File: config.mk
export PLATFORM = sky130hd
export DESIGN_NAME = bin_to_bcd_seq
export DESIGN_NICKNAME = d
export VERILOG_FILES = /design/src/rtl/bin_to_bcd_seq_pkg.sv /design/src/rtl/bin_to_bcd_seq_add3.sv /design/src/rtl/bin_to_bcd_seq.sv
export SDC_FILE = /design/constraint.sdc
export NUM_CORES = 1
export LEC_CHECK = 0
export BUFFER_PORTS_ARGS = -buffer_cell sky130_fd_sc_hd__buf_2
export CAP_MARGIN = 25
export CORE_MARGIN = 2
export CORE_UTILIZATION = 45
export CTS_BUF_LIST = sky130_fd_sc_hd__clkbuf_4 sky130_fd_sc_hd__clkbuf_8
export CTS_CLUSTER_DIAMETER = 30
export CTS_CLUSTER_SIZE = 40
export DETAILED_ROUTE_END_ITERATION = 7
export PLACE_DENSITY = 0.75
export SLEW_MARGIN = 20
export SYNTH_ARGS = -nofsm -noshare
export SYNTH_HDL_FRONTEND = slang
export SYNTH_SLANG_ARGS = --single-unit
export TNS_END_PERCENT = 50
File: constraint.sdc
create_clock -name clk_i -period 4.3 [get_ports clk_i]
set_input_delay 0.645 -clock clk_i [delete_from_list [all_inputs] [get_ports clk_i]]
set_output_delay 0.645 -clock clk_i [all_outputs]
set_load 0.01 [all_outputs]
File: src/rtl/bin_to_bcd_seq_pkg.sv
// Shared types and constants for the sequential binary-to-BCD converter.
package bcd_pkg;

    localparam int unsigned BCD_DIGIT_W = 4;
    localparam logic [BCD_DIGIT_W-1:0] BCD_NINE = 4'd9;

    typedef enum logic [1:0] {
        IDLE,
        SHIFT,
        DONE
    } state_t;

endpackage

File: src/rtl/bin_to_bcd_seq_add3.sv
// Single-digit double-dabble correction: digits of 5 or more get +3 before the shift.
module bcd_add3
    import bcd_pkg::*;
(
    input  logic [BCD_DIGIT_W-1:0] digit,
    output logic [BCD_DIGIT_W-1:0] fixed
);

    // Add 3 so the following left shift carries into the next decimal digit.
    always_comb begin
        fixed = (digit >= 4'd5) ? (digit + 4'd3) : digit;
    end

endmodule

File: src/rtl/bin_to_bcd_seq.sv
// Sequential binary-to-BCD converter (double dabble, one input bit per clock)
// with valid/ready handshakes on both sides and saturation on overflow.
// Optional leading-zero mask output blank_o when BCD_BLANK_EN is defined.
module bin_to_bcd_seq
    import bcd_pkg::*;
#(
    parameter int unsigned IN_W   = 8,
    parameter int unsigned DIGITS = 3
) (
    input  logic                          clk_i,
    input  logic                          rst_ni,
    input  logic                          valid_i,
    input  logic [IN_W-1:0]               bin_i,
    output logic                          ready_o,
    output logic                          valid_o,
    input  logic                          ready_i,
    output logic [BCD_DIGIT_W*DIGITS-1:0] bcd_o,
    output logic                          overflow_o
`ifdef BCD_BLANK_EN
    ,
    output logic [DIGITS-1:0]             blank_o
`endif
);

    localparam int unsigned ACC_W = BCD_DIGIT_W * DIGITS;
    localparam int unsigned CNT_W = $clog2(IN_W + 1);

    state_t            state;
    state_t            state_nxt;
    logic [IN_W-1:0]   shreg;
    logic [ACC_W-1:0]  acc;
    logic [ACC_W-1:0]  acc_fix;
    logic [ACC_W-1:0]  acc_shift;
    logic [ACC_W-1:0]  bcd_final;
    logic [CNT_W-1:0]  cnt;
    logic              ovf;
    logic              ovf_shift;
    logic              accept;
    logic              last;

    // Per-digit add-3 correction, no carry between digits.
    for (genvar k = 0; k < DIGITS; k++) begin : g_digit
        bcd_add3 u_add3 (
            .digit(acc[BCD_DIGIT_W*k +: BCD_DIGIT_W]),
            .fixed(acc_fix[BCD_DIGIT_W*k +: BCD_DIGIT_W])
        );
    end

    // Next accumulator after one shift; the bit leaving the top digit marks overflow.
    always_comb begin
        acc_shift = {acc_fix[ACC_W-2:0], shreg[IN_W-1]};
        ovf_shift = ovf | acc_fix[ACC_W-1];
        bcd_final = ovf_shift ? {DIGITS{BCD_NINE}} : acc_shift;
    end

    // Next-state and handshake decode.
    always_comb begin
        state_nxt = state;
        ready_o   = 1'b0;
        valid_o   = 1'b0;
        accept    = 1'b0;
        last      = 1'b0;
        case (state)
            IDLE: begin
                ready_o = 1'b1;
                if (valid_i) begin
                    accept    = 1'b1;
                    state_nxt = SHIFT;
                end
            end
            SHIFT: begin
                if (cnt == CNT_W'(1)) begin
                    last      = 1'b1;
                    state_nxt = DONE;
                end
            end
            DONE: begin
                valid_o = 1'b1;
                if (ready_i) begin
                    state_nxt = IDLE;
                end
            end
            default: state_nxt = IDLE;
        endcase
    end

    // State register.
    always_ff @(posedge clk_i or negedge rst_ni) begin
        if (!rst_ni) begin
            state <= IDLE;
        end else begin
            state <= state_nxt;
        end
    end

    // Working registers: load on accept, shift one bit per SHIFT cycle.
    always_ff @(posedge clk_i or negedge rst_ni) begin
        if (!rst_ni) begin
            shreg <= '0;
            acc   <= '0;
            cnt   <= '0;
            ovf   <= 1'b0;
        end else if (accept) begin
            shreg <= bin_i;
            acc   <= '0;
            cnt   <= CNT_W'(IN_W);
            ovf   <= 1'b0;
        end else if (state == SHIFT) begin
            shreg <= shreg << 1;
            acc   <= acc_shift;
            cnt   <= cnt - 1'b1;
            ovf   <= ovf_shift;
        end
    end

    // Result registers capture the final shift directly so they are ready with valid_o.
    always_ff @(posedge clk_i or negedge rst_ni) begin
        if (!rst_ni) begin
            bcd_o      <= '0;
            overflow_o <= 1'b0;
        end else if (last) begin
            bcd_o      <= bcd_final;
            overflow_o <= ovf_shift;
        end
    end

`ifdef BCD_BLANK_EN
    localparam logic [DIGITS-1:0] BLANK_RST = ~(DIGITS'(1));

    logic [DIGITS-1:0] blank_nxt;
    logic              zero_above;
    int unsigned       idx;

    // Digit k is blanked when it and every higher digit are zero; digit 0 always shows.
    always_comb begin
        blank_nxt  = '0;
        zero_above = 1'b1;
        idx        = 0;
        for (int unsigned j = 1; j < DIGITS; j++) begin
            idx            = DIGITS - j;
            zero_above     = zero_above & (bcd_final[BCD_DIGIT_W*idx +: BCD_DIGIT_W] == '0);
            blank_nxt[idx] = zero_above;
        end
    end

    // Mask register updates together with bcd_o.
    always_ff @(posedge clk_i or negedge rst_ni) begin
        if (!rst_ni) begin
            blank_o <= BLANK_RST;
        end else if (last) begin
            blank_o <= blank_nxt;
        end
    end
`endif

endmodule

After elaboration in Yosys (flattened, before gate mapping) --
Index checks and enable logic that the tools add are counted. W data, S select, Z words.
Word-level totals: bits of input ports 12, word-level logic and storage cells 46, register bits after elaboration 40, output and inout port bits 15
Cells by class: bitwise gates (word level) 1, add/sub/neg operators 4, mux-type cells 22, $lt $le $gt $ge 3, eq/ne operators 6, reductions and logical operators 3
Operators by type and width (count):
- $mux W12 | 3
- $mux W4 | 5
- $mux W8 | 2
- $add A4 B2 Y4 const B | 3
- $ge A4 B3 Y1 const B | 3
- $mux W1 | 8
- $mux W2 | 3
- $ne A2 B2 Y1 const B | 3
- $pmux W2 S3 | 1
- $eq A4 B1 Y1 const B | 1
- $sub A4 B1 Y4 const B | 1
- $reduce_and A3 Y1 | 1
- $eq A2 B1 Y1 const B | 1
- $eq A2 B2 Y1 const B | 1
- $logic_not A2 Y1 | 1
- $reduce_bool A2 Y1 | 1
- $or A1 B1 Y1 | 1

Longest topological paths before layout --
Gate-level depths: netlist (run 1).
depth in word-level cells 5, mapped depth 7

By module --
From an unflattened synthesis (run 1), not the netlist that was laid out.
Unflattened totals: cell total of the unflattened synthesis 201, area total of the unflattened synthesis 1994.4 µm²
By module, submodules not included:
- bin_to_bcd_seq | instances 1, area each 1690.4 µm², sequential area each 1001.0 µm², cells each 153
- bcd_add3 | instances 3, area each 101.3 µm², sequential area each 0.0 µm², cells each 16

Worst setup path after synthesis (run 1) --
Ideal clock, no wire load.
path type reg2reg, from register acc[8], to register bcd_o[10], path buffers 0, path slack 2627 ps, cell stages (with the launch flop) 7, arrival 1569 ps, required time 4197 ps, cells stage by stage dfrtp_1 inv_1 ha_1 nand2b_1 nor3b_1 or3_4 o41ai_2
On the way: word-level cells in the longest chain between the ends 4
Ends and longest elaborated chain:
- from (decl) | RTL line bin_to_bcd_seq.sv:31 | logic [ACC_W-1:0] acc;
- from (signal assigned) | RTL line bin_to_bcd_seq.sv:110 | acc <= acc_shift;
- $add A4 B2 Y4 / $ge A4 B3 Y1 (equally long branches) | RTL line bin_to_bcd_seq_add3.sv:11 | fixed = (digit >= 4'd5) ? (digit + 4'd3) : digit;
- $mux W4 (*) | RTL line bin_to_bcd_seq_add3.sv:11
- $or A1 B1 Y1 | RTL line bin_to_bcd_seq.sv:52 | ovf_shift = ovf | acc_fix[ACC_W-1];
- $mux W12 (*) | RTL line bin_to_bcd_seq.sv:53 | bcd_final = ovf_shift ? {DIGITS{BCD_NINE}} : acc_shift;
- to (signal assigned) | RTL line bin_to_bcd_seq.sv:122 | bcd_o <= bcd_final;
- to (decl) | RTL line bin_to_bcd_seq.sv:17 | output logic [BCD_DIGIT_W*DIGITS-1:0] bcd_o,
Mark *: on every way between the ends. The rest lies on a longest branch, timed or not. A chain may end at the register's enable or synchronous reset.

Worst setup path after layout (run 1) --
from register state[1], to register bcd_o[2]
On the way: word-level cells in the longest chain between the ends 2
Ends and longest elaborated chain:
- from (decl) | RTL line bin_to_bcd_seq.sv:28 | state_t state;
- from (signal assigned) | RTL line bin_to_bcd_seq.sv:92 | state <= state_nxt;
- $eq A2 B1 Y1 | RTL line bin_to_bcd_seq.sv:63 | case (state)
- $mux W1 | RTL line bin_to_bcd_seq.sv:63
Every way passes these cells.

==> summary.log, run 1 <==
[sta] setup repair after global routing missed its margin no
[finish] fraction of final layout cells with drive strength greater than 1 18.9%
[drt] number of search-and-repair iterations in the first detailed-routing pass 4
[pwr] cell-internal power 0.989 mW
[floorplan] number of rows created at floorplan 23
[critical_path] worst setup path start state[1]
[finish] Design Area, Final 0.00217 mm2
[job] max-cap viol count 0
[critical_path] category of the critical setup timing path flip-flop to flip-flop
[sta] min Tclk post-route 2050 ps
[floorplan] initial core utilization 47.4%
[sta] fin. max-slew vios 0
[cts] Max Buffers Root-to-Sink 2
[placement] Setup WS pre-CTS 2120 ps
[sta] number of failing setup endpoints in the final timing report 0
[sta] maximum clock skew at final layout 11.2 ps
[critical_path] arrival time worst endpoint 2240 ps
[grt] maximum number of pins on one net before global-route repair 41
[floorplan] vertical extent of the die 69.1 um
[pwr] share of power burned in combinational logic 46.2%
[floorplan] number of placed I/O pins 27
[floorplan] DIE AREA 0.00478 mm2
[cts] Num CTS Buffers 5
[critical_path] crit path launch type flip-flop
[drt] count of antenna-violating nets left after detailed routing 0
[pwr] Static Leak 1.02 nW
[grt] GRT Residual Overflow 0
[sta] smallest setup slack after layout 2250 ps
[placement] Detailed Place HPWL 2480 um
[finish] number of antenna cells inserted 0
[synth] count of warnings emitted by yosys 0
[synth] synth unique cells 30
[pwr] PwrDens 791 mW/mm2
[critical_path] Critical Path Max Stage Delay 510 ps
[sta] Worst slew margin 42.0%
[status] result of the run completed
[synth] fraction of synthesized cell area taken by the top area cell type 52.4%
[pwr] maximum ir drop on the vdd rail 0.349 mV
[placement] number of cells after detailed placement 264
[synth] post-synth net total 214
[floorplan] total core area 0.00403 mm2
[drt] number of DRC violations after detailed-routing iteration 0 71
[grt] Tot GR Track Use 16.4%
[cts] TritonCTS clock tree yes
[critical_path] CP max stage cell sky130_fd_sc_hd__nand2_1
[synth] cell type with the largest total area after synthesis sky130_fd_sc_hd__dfrtp_1
[finish] post-layout net count 242
[drt] mean number of vias per cell 5.36
[cts] CTS H-tree depth 2
[critical_path] required arrival time at the worst endpoint 4490 ps
[sta] part of the cycle the worst path needs 47.7%
[sta] Max Clk Rate 488 MHz
[min_path] worst hold path class input pin to asynchronous set/reset pin
[drt] number of vias after detailed routing 1457
[finish] Layout Cells excl Fill 272
[drt] final wirelength 3730 um
[cts] latest clock arrival within the worst-skew pair 290 ps
[cts] number of clock sinks 40
[grt] wire length of the first global-routing pass 6350 um
[critical_path] CP endpoint kind flip-flop
[floorplan] width of the chip 69.1 um
[critical_path] Worst Path Max Fanout 15
[cts] count of instances resized after the clock tree is built 0
[pwr] net switching power of the design 0.727 mW
[placement] cell area after placement 0.00208 mm2
[cts] cts-stage hold buffer count 0
[cts] post-CTS setup repair buffer count 0
[synth] count of mapped cells out of synthesis 194
[synth] leading post-synthesis cells by cell area sky130_fd_sc_hd__dfrtp_1 52%, sky130_fd_sc_hd__nand2_1 6.9%, sky130_fd_sc_hd__ha_1 5.2%
[pwr] sequential cell fraction of total power 39.8%
[drt] wire length per cell 13.7 um
[synth] netlist area before placement 0.00191 mm2
[synth] fraction of the yosys area taken by sequential cells 52.4%
[grt] antenna violations before repair 0
[placement] buffers added on ports 26
[sta] final-layout setup total negative slack 0 ps
[pwr] clock share of power 14.0%
[cts] root buffer cell sky130_fd_sc_hd__clkbuf_8
[critical_path] start of the worst register-to-register path state[1]
[synth] register bit count reported by yosys 40
[grt] via count of the first global-routing pass 1404
[drt] post-route DRC violation count 0
[sta] Worst-Margin Slew 871 ps
[critical_path] crit path cell chain nor2b_2 > nand2_1 > and2_1 > a31o_1
[cts] clock slew seen by the registers of the worst setup and hold paths 80 ps
[sta] final-report hold violation count 0
[placement] routability congestion estimate from global placement 0.777
[synth] syn_area_per_cell 9.84 um2
[critical_path] worst-case reg-to-reg path depth 4
[pwr] Switching Share 42.4%
[finish] Layout Area Growth over Synthesis 13.6%
## stage by stage
stage / total power [mW] / util, % / hold slack, ps
floorplan: 1.25 / - / 349
global placement: 1.45 / 51.6 / 457
detailed placement: 1.47 / 51.6 / 468
CTS: 1.71 / 53.7 / 485
global route: 1.87 / 53.9 / 511
finish: 1.72 / 53.9 / 461
## power by group through the flow
stage,Combinational [mW],Sequential [mW],Clock (mW)
CTS,0.789,0.683,0.243
global placement,0.764,0.682,0
finish,0.793,0.683,0.240
detailed placement,0.787,0.687,0
global route,0.911,0.705,0.258
floorplan,0.562,0.691,0
## synthesized netlist by cell type, drive strengths merged
| cell type | instances |
|---|---|
| a21oi | 9 |
| nor2 | 10 |
| nand2 | 35 |
| clkbuf | 5 |
| a21o | 1 |
| a22o | 1 |
| a22oi | 7 |
| nor3 | 1 |
| and2 | 5 |
| or3 | 1 |
| xnor2 | 4 |
| mux2i | 1 |
| nand2b | 5 |
| o21ai | 18 |
| nand3 | 4 |
| o41ai | 2 |
| nor3b | 8 |
| ha | 8 |
| inv | 10 |
| a31o | 1 |
| o31ai | 6 |
| buf | 2 |
| nor4 | 1 |
| a31oi | 5 |
| dfrtp | 40 |
| xor2 | 1 |
| nor2b | 3 |
## cell type report
cell class,count,area (um2)
Multi-Input combinational cell,137,842
Inverter,10,37.5
Timing Repair Buffer,28,145
Fill cell,383,1860
Sequential cell,40,1000
Clock buffer,5,68.8
Tap cell,50,62.6
Clock inverter,2,12.5
## critical path: cells and delay by family (launching register included)
family           cells  cell delay [ps]
flip-flops           1              440
AND/OR/NAND/NOR      3             1330
AO/OA/AOI/OAI        1              180
## layout by cell type (no fill, tap or decap), types with 7 or more instances in the layout
cell                       n
sky130_fd_sc_hd__nor3b_1   8
sky130_fd_sc_hd__a22oi_1   7
sky130_fd_sc_hd__nand2_1  35
sky130_fd_sc_hd__dfrtp_1  40
sky130_fd_sc_hd__nor2_1   10
sky130_fd_sc_hd__inv_1    10
sky130_fd_sc_hd__o21ai_0  17
sky130_fd_sc_hd__buf_2    26
sky130_fd_sc_hd__ha_1      8
sky130_fd_sc_hd__a21oi_1   9
## state kept, by name (all words and copies together), names as in the netlist
register	cells
ovf	1
bcd_o	12
overflow_o	1
shreg	8
state	2
cnt	4
acc	12
## worst paths after layout
path	end	slack, ps
max	bcd_o[2]	2250
min	bcd_o[3]	460
max reg2reg	bcd_o[2]	2250
min reg2reg	shreg[2]	480
max in group asynchronous	cnt[0]	3280
min in group clk_i	shreg[2]	480
## routing by layer
metal  GRT usage [%]  up-vias  wire [um]
met5               0        -          0
met4            6.32        0         69
met3            3.65        7        123
met2            26.7       29       1790
met1            21.4      700       1740
li1                -      721          -
## cells by family after synthesis
logic type	count (synthesis)	synth area share [%]
multiplexers	1	0.524
AO/OA/AOI/OAI	50	17.0
buffers and inverters	17	3.47
flip-flops	40	52.4
AND/OR/NAND/NOR	73	19.0
adder cells (fa/ha/maj)	8	5.24
XOR/XNOR	5	2.29
Power figures use the tool's default switching activity.
==> run 2: changes to the inputs <==
ABC_AREA = 1   (was unset)
clock period = 2.1 ns   (was 4.3 ns; I/O delays follow)
==> run 2 against run 1 <==
Clock skew decreased by 7.2 ps. Critical endpoint is now bcd_o[8]. Critical path depth rose by 7. Final cell count up 19%. Highest routed layer unchanged.
==> summary.log, run 2 <==
[cts] Max Buffers Root-to-Sink 2 [unchanged]
[grt] wire length of the first global-routing pass 6800 um [was 6350 um]
[cts] Num CTS Buffers 5 [unchanged]
[synth] area fraction in compound gates after synthesis 10.9% [was 17.0%]
[critical_path] category of the critical setup timing path flip-flop to flip-flop [unchanged]
[floorplan] initial core utilization 46.5% [was 47.4%]
[grt] via count of the first global-routing pass 1532 [was 1404]
[cts] latest clock arrival within the worst-skew pair 300 ps [was 290 ps]
[synth] fraction of synthesized cell area taken by the top area cell type 49.8% [was 52.4%]
[sta] Max Clk Rate 572 MHz [was 488 MHz]
[synth] most used flip-flop cell after synthesis sky130_fd_sc_hd__dfrtp_1 [unchanged]
[drt] count of antenna-violating nets left after detailed routing 0 [unchanged]
[finish] commonest non-fill, non-tap cell in the layout sky130_fd_sc_hd__nand2_1 [was sky130_fd_sc_hd__dfrtp_1]
[floorplan] width of the chip 70.9 um [was 69.1 um]
[sta] number of failing setup endpoints in the final timing report 0 [unchanged]
[synth] multiplexer share of the synthesized area 0% [was 0.524%]
[placement] Detailed Place HPWL 2640 um [was 2480 um]
[finish] number of antenna cells inserted 0 [unchanged]
[synth] Synth Area in Simple Gates 24.4% [was 19.0%]
[placement] buffers added on ports 26 [unchanged]
[synth] Post-synth top cells 76 x sky130_fd_sc_hd__nand2_1, 40 x sky130_fd_sc_hd__dfrtp_1, 35 x sky130_fd_sc_hd__inv_1, 19 x sky130_fd_sc_hd__nand3_1, 13 x sky130_fd_sc_hd__nor2_1 [was 40 x sky130_fd_sc_hd__dfrtp_1, 35 x sky130_fd_sc_hd__nand2_1, 17 x sky130_fd_sc_hd__o21ai_0, 10 x sky130_fd_sc_hd__inv_1, 10 x sky130_fd_sc_hd__nor2_1]
[min_path] worst hold path class input pin to asynchronous set/reset pin [unchanged]
[synth] synth unique cells 23 [was 30]
[drt] number of search-and-repair iterations in the first detailed-routing pass 4 [unchanged]
[sta] final worst hold slack 70.8 ps [was 461 ps]
[synth] xor-xnor portion of the synthesized cell area 0.435% [was 2.29%]
[synth] most instantiated library cell after synthesis sky130_fd_sc_hd__nand2_1 [was sky130_fd_sc_hd__dfrtp_1]
[sta] smallest setup slack after layout 353 ps [was 2250 ps]
[cts] post-CTS setup repair buffer count 0 [unchanged]
[sta] Worst-Margin Slew 523 ps [was 871 ps]
[cts] count of instances resized after the clock tree is built 0 [unchanged]
[critical_path] Worst Path Max Fanout 13 [was 15]
[drt] number of vias after detailed routing 1644 [was 1457]
[finish] fraction of final layout cells with drive strength greater than 1 15.8% [was 18.9%]
[sta] setup repair after global routing missed its margin no [unchanged]
[synth] combinational family with the most area after synthesis simple AND/OR/NAND/NOR gates [unchanged]
[cts] clock slew seen by the registers of the worst setup and hold paths 80 ps [about the same]
[placement] cell area after placement 0.00217 mm2 [was 0.00208 mm2]
[sta] min Tclk post-route 1750 ps [was 2050 ps]
[synth] number of enable flip-flop cells after synthesis 0 [unchanged]
[cts] number of clock sinks 40 [unchanged]
[cts] TritonCTS clock tree yes [unchanged]
[grt] maximum number of pins on one net before global-route repair 41 [unchanged]
[sta] maximum clock skew at final layout 4.04 ps [was 11.2 ps]
[critical_path] Top Family by Delay on Critical Path simple AND/OR/NAND/NOR gates [unchanged]
[floorplan] number of placed I/O pins 27 [unchanged]
[placement] routability congestion estimate from global placement 0.901 [was 0.777]
[grt] Tot GR Track Use 17.0% [was 16.4%]
[finish] Design Area, Final 0.00230 mm2 [was 0.00217 mm2]
[cts] cts-stage hold buffer count 0 [unchanged]
[finish] Layout Area Growth over Synthesis 14.1% [was 13.6%]
[critical_path] crit path cell chain inv_1 > ha_1 > inv_1 > nand2_1 > nand2_1 > nand2_1 > nor2_1 > nor2_2 > nand2_1 > nand2_1 > nand2_1 [was nor2b_2 > nand2_1 > and2_1 > a31o_1]
[finish] registers with the most flip-flops acc (12), bcd_o (12), shreg (8) [unchanged]
[pwr] Static Leak 1.25 nW [was 1.02 nW]
[synth] adder and majority cell fraction of the synthesized area 4.98% [was 5.24%]
[pwr] maximum ir drop on the vdd rail 0.634 mV [was 0.349 mV]
[synth] post-synthesis async set-or-reset flop share 100% [unchanged]
[critical_path] crit path buf inv count 2 [was 0]
[sta] final-report hold violation count 0 [unchanged]
[drt] number of DRC violations after detailed-routing iteration 0 100 [was 71]
[status] result of the run completed [unchanged]
[synth] count of warnings emitted by yosys 0 [unchanged]
[sta] final-layout setup total negative slack 0 ps [unchanged]
[cts] root buffer cell sky130_fd_sc_hd__clkbuf_8 [unchanged]
[synth] register bit count reported by yosys 40 [unchanged]
[drt] mean number of vias per cell 5.06 [was 5.36]
[synth] post-synth net total 264 [was 214]
[pwr] PwrDens 1620 mW/mm2 [was 791 mW/mm2]
[finish] post-layout net count 292 [was 242]
[synth] fraction of the yosys area taken by sequential cells 49.8% [was 52.4%]
[placement] Setup WS pre-CTS 376 ps [was 2120 ps]
[synth] syn_area_per_cell 8.25 um2 [was 9.84 um2]
[drt] wire length per cell 11.8 um [was 13.7 um]
[cts] CTS H-tree depth 2 [unchanged]
[floorplan] vertical extent of the die 70.9 um [was 69.1 um]
[floorplan] DIE AREA 0.00502 mm2 [was 0.00478 mm2]
[job] max-cap viol count 0 [unchanged]
[critical_path] CP dominant cell by count sky130_fd_sc_hd__nand2_1
[synth] netlist area before placement 0.00201 mm2 [was 0.00191 mm2]
[drt] post-route DRC violation count 0 [unchanged]
[sta] Worst slew margin 65.1% [was 42.0%]
[critical_path] crit path launch type flip-flop [unchanged]
[critical_path] arrival time worst endpoint 1940 ps [was 2240 ps]
[grt] GRT Residual Overflow 0 [unchanged]
[synth] leading post-synthesis cells by cell area sky130_fd_sc_hd__dfrtp_1 50%, sky130_fd_sc_hd__nand2_1 14%, sky130_fd_sc_hd__inv_1 6.5% [was sky130_fd_sc_hd__dfrtp_1 52%, sky130_fd_sc_hd__nand2_1 6.9%, sky130_fd_sc_hd__ha_1 5.2%]
[critical_path] CP endpoint kind flip-flop [unchanged]
[sta] part of the cycle the worst path needs 83.2% [was 47.7%]
[floorplan] total core area 0.00432 mm2 [was 0.00403 mm2]
[sta] fin. max-slew vios 0 [unchanged]
[critical_path] required arrival time at the worst endpoint 2290 ps [was 4490 ps]
[synth] cell type with the largest total area after synthesis sky130_fd_sc_hd__dfrtp_1 [unchanged]
[finish] top library cells by usage in the layout, fill and taps aside 76 x sky130_fd_sc_hd__nand2_1, 40 x sky130_fd_sc_hd__dfrtp_1, 35 x sky130_fd_sc_hd__inv_1 [was 40 x sky130_fd_sc_hd__dfrtp_1, 35 x sky130_fd_sc_hd__nand2_1, 26 x sky130_fd_sc_hd__buf_2]
[drt] final wirelength 3830 um [was 3730 um]
[critical_path] CP max stage cell sky130_fd_sc_hd__nor2_2 [was sky130_fd_sc_hd__nand2_1]
[grt] antenna violations before repair 0 [unchanged]
[critical_path] Critical Path Max Stage Delay 420 ps [was 510 ps]
[floorplan] number of rows created at floorplan 24 [was 23]
[synth] count of mapped cells out of synthesis 244 [was 194]
==> run 2: worst paths after layout <==
path / from / end / slack, ps / cells after the start
worst max-delay path: acc[8] / bcd_o[8] / 350 / 11
worst min-delay path: rst_ni / bcd_o[9] / 70 / 2
worst max register to register: acc[8] / bcd_o[8] / 350 / 11
worst min register to register: bcd_o[2] / bcd_o[2] / 470 / 2
max in group asynchronous: rst_ni / acc[4] / 1690 / 2
min in group clk_i: ready_i / state[1] / 180 / 2
==> run 2: area by class of cell <==
class,count,area [um2]
flip-flops and latches,40,1000
fillers,418,2030
clock inverters,1,30.0
clock buffers,7,96.3
multi-input cells,160,820
inverters,37,139
repair buffers,28,145
well taps,52,65.1
==> run 2: where the power goes <==
group,internal [mW],switching [mW],leakage (nW),total (mW)
Combinational,0.599,1.12,0.685,1.72
Sequential,1.12,0.189,0.499,1.31
Clock,0.419,0.271,0.0645,0.690
Total,2.13,1.58,1.25,3.72
==> run 2: logic make-up after synthesis <==
group,after synthesis
AO/OA/AOI/OAI,36
XOR/XNOR,1
adder cells (fa/ha/maj),8
buffers and inverters,44
flip-flops,40
AND/OR/NAND/NOR,115
==> run 2: routing by layer <==
metal	up-vias	share of wire [%]	GRT usage (%)
met3	6	4.6	4.56
met2	37	45	26.5
met4	0	1.4	6.08
met1	762	49	23.2
li1	839	-	-
met5	-	0	0
==> run 2: through the flow <==
step                instances  util (%)  total power [mW]
global route              325      53.1              4.10
floorplan                 244         -              2.64
finish                    325      53.1              3.72
global placement          317      50.2              3.01
detailed placement        317      50.2              3.05
CTS                       325      53.1              3.75
==> run 3: changes to the inputs <==
clock period = 1.83 ns   (was 2.1 ns; I/O delays follow)
==> run 3 against run 2 <==
Register-to-register slack worse by 130 ps. Via count grew 0.79%. Design area is 0.76% higher. Core utilization up 0.41 points. Critical endpoint unchanged. Flip-flop and latch count stayed put. Worst setup slack got worse by 130 ps. Worst hold slack better by 72 ps. Largest power group unchanged. Largest cell class unchanged. Critical path type unchanged.
==> summary.log, run 3 (synthesis gave the netlist of run 2 again) <==
[drt] post-route DRC violation count 0 [unchanged]
[critical_path] start of the worst register-to-register path acc[4] [was acc[8]]
[cts] Num CTS Buffers 5 [unchanged]
[pwr] Static Leak 1.26 nW [was 1.25 nW]
[sta] setup repair after global routing missed its margin no [unchanged]
[pwr] Switching Share 43.4% [was 42.5%]
[min_path] startpoint of the worst hold path ready_i
[floorplan] DIE AREA 0.00502 mm2 [unchanged]
[drt] number of vias after detailed routing 1657 [was 1644]
[min_path] worst hold path class input pin to flip-flop [was input pin to asynchronous set/reset pin]
[drt] mean number of vias per cell 5.04 [was 5.06]
[pwr] PwrDens 1850 mW/mm2 [was 1620 mW/mm2]
[min_path] sink of the worst hold path state[1]
[min_path] Hold Path Depth 2
[finish] number of antenna cells inserted 0 [unchanged]
[sta] Worst slew margin 70.4% [was 65.1%]
[placement] Detailed Place HPWL 2900 um [was 2640 um]
[sta] part of the cycle the worst path needs 87.9% [was 83.2%]
[critical_path] end of the worst register-to-register path bcd_o[8] [unchanged]
[pwr] clock share of power 17.2% [was 18.6%]
[pwr] maximum ir drop on the vdd rail 0.825 mV [was 0.634 mV]
[floorplan] vertical extent of the die 70.9 um [unchanged]
[grt] GRT Residual Overflow 0 [unchanged]
[finish] commonest non-fill, non-tap cell in the layout sky130_fd_sc_hd__nand2_1 [unchanged]
[cts] root buffer cell sky130_fd_sc_hd__clkbuf_8 [unchanged]
[cts] clock slew seen by the registers of the worst setup and hold paths 80 ps [about the same]
[finish] Finished Core Util 53.5% [was 53.1%]
[sta] Max Clk Rate 622 MHz [was 572 MHz]
[critical_path] Worst Path Max Fanout 4 [was 13]
[finish] Design Area, Final 0.00231 mm2 [was 0.00230 mm2]
[pwr] net switching power of the design 1.85 mW [was 1.58 mW]
[drt] number of DRC violations after detailed-routing iteration 0 112 [was 100]
[critical_path] arrival time worst endpoint 1800 ps [was 1940 ps]
[floorplan] total core area 0.00432 mm2 [unchanged]
[cts] post-CTS setup repair buffer count 0 [unchanged]
[placement] routability congestion estimate from global placement 0.914 [was 0.901]
[placement] buffers added on ports 26 [unchanged]
[grt] antenna violations before repair 0 [unchanged]
[floorplan] number of rows created at floorplan 24 [unchanged]
[drt] wire length per cell 12.3 um [was 11.8 um]
[finish] top library cells by usage in the layout, fill and taps aside 76 x sky130_fd_sc_hd__nand2_1, 40 x sky130_fd_sc_hd__dfrtp_1, 35 x sky130_fd_sc_hd__inv_1 [unchanged]
[critical_path] CP endpoint kind flip-flop [unchanged]
[cts] CTS H-tree depth 2 [unchanged]
[drt] number of search-and-repair iterations in the first detailed-routing pass 4 [unchanged]
[floorplan] width of the chip 70.9 um [unchanged]
[sta] min Tclk post-route 1610 ps [was 1750 ps]
[sta] final-report hold violation count 0 [unchanged]
[finish] fraction of final layout cells with drive strength greater than 1 16.6% [was 15.8%]
[pwr] cell-internal power 2.42 mW [was 2.13 mW]
[grt] wire length of the first global-routing pass 7000 um [was 6800 um]
[grt] via count of the first global-routing pass 1597 [was 1532]
[job] max-cap viol count 0 [unchanged]
[placement] cell area after placement 0.00219 mm2 [was 0.00217 mm2]
[floorplan] initial core utilization 46.5% [unchanged]
[critical_path] crit path launch type flip-flop [unchanged]
[critical_path] Register-to-Register Setup Slack 220 ps [was 350 ps]
[drt] count of antenna-violating nets left after detailed routing 0 [unchanged]
[floorplan] number of placed I/O pins 27 [unchanged]
[sta] fin. max-slew vios 0 [unchanged]
[critical_path] required arrival time at the worst endpoint 2020 ps [was 2290 ps]
[status] result of the run completed [unchanged]
[finish] registers with the most flip-flops acc (12), bcd_o (12), shreg (8) [unchanged]
[cts] TritonCTS clock tree yes [unchanged]
[grt] Tot GR Track Use 17.8% [was 17.0%]
[grt] maximum number of pins on one net before global-route repair 24 [was 41]
[cts] Max Buffers Root-to-Sink 2 [unchanged]
[sta] final-layout setup total negative slack 0 ps [unchanged]
[pwr] sequential cell fraction of total power 35.1% [about the same]
[cts] number of clock sinks 40 [unchanged]
[drt] final wirelength 4040 um [was 3830 um]
[sta] number of failing setup endpoints in the final timing report 0 [unchanged]
[sta] Worst-Margin Slew 442 ps [was 523 ps]
[critical_path] category of the critical setup timing path flip-flop to flip-flop [unchanged]
[sta] maximum clock skew at final layout 7.13 ps [was 4.04 ps]
[finish] Layout Area Growth over Synthesis 15.0% [was 14.1%]
[pwr] share of power burned in combinational logic 47.7% [was 46.3%]
[cts] latest clock arrival within the worst-skew pair 300 ps [about the same]
[finish] post-layout net count 296 [was 292]
[critical_path] worst-case reg-to-reg path depth 9 [was 11]
[run 3: cell types whose count changed in the layout (fill, tap and decap cells not counted), sizes merged]
| cell | change |
|---|---|
| buf | +3 |
| clkbuf | -1 |
| clkinv | +1 |
| dlygate4sd3 | +1 |
[run 3: power groups by stage]
stage / sequential (mW) / clock (mW) / combinational (mW)
finish: 1.50 / 0.734 / 2.04
global route: 1.56 / 0.785 / 2.35
CTS: 1.50 / 0.748 / 2.06
detailed placement: 1.52 / 0 / 2.04
global placement: 1.51 / 0 / 1.97
floorplan: 1.53 / 0 / 1.50
[run 3: layout make-up]
cell class | count | area (um2)
clock inverter | 2 | 35.0
tap | 52 | 65.1
clock buffer | 6 | 76.3
multi-input combinational | 160 | 820
fill | 411 | 2010
inverter | 37 | 139
sequential | 40 | 1000
timing repair buffer | 32 | 178
[run 3: how the worst max path moves through the flow]
stage / start / to / slack (ps)
after floorplan: acc[8] / bcd_o[10] / 460
after global placement: acc[8] / bcd_o[8] / 290
after detailed placement: acc[8] / bcd_o[8] / 260
after CTS: cnt[1] / bcd_o[3] / 230
after global routing: acc[4] / bcd_o[8] / 50
final: acc[4] / bcd_o[8] / 220
[run 3: worst max-delay path, cell delays in order, from the launching register on]
cell,delay (ps)
sky130_fd_sc_hd__dfrtp_1,410
sky130_fd_sc_hd__inv_1,130
sky130_fd_sc_hd__ha_1,200
sky130_fd_sc_hd__inv_1,60
sky130_fd_sc_hd__o21ai_0,250
sky130_fd_sc_hd__nand2_1,140
sky130_fd_sc_hd__nand2_1,130
sky130_fd_sc_hd__nand2_1,70
sky130_fd_sc_hd__nand2_1,60
sky130_fd_sc_hd__nand2_1,50
[run 3: layer usage]
metal  up-vias  GRT usage, %  share of wire (%)
met5         -             0                  0
met4         0          7.34                1.7
met3         9          4.99                5.6
met2        40          29.5                 48
met1       759          22.1                 44
li1        849             -                  -
[run 3: repair_timing]
item                       4_1_cts  5_1_grt
setup endpoints to repair        0        0
hold buffers                     1        0
resized for setup                0        0
hold endpoints to repair        18        0
[run 3: stage by stage]
stage          cells  worst slack, ps  hold WS (ps)  power [mW]
2_1_floorplan    244              458         -21.1        3.03
3_3_place_gp     320              294           251        3.48
3_5_place_dp     320              263           248        3.56
4_1_cts          329              227           134        4.31
5_1_grt          329             52.7           147        4.70
6_report         329              222           143        4.28
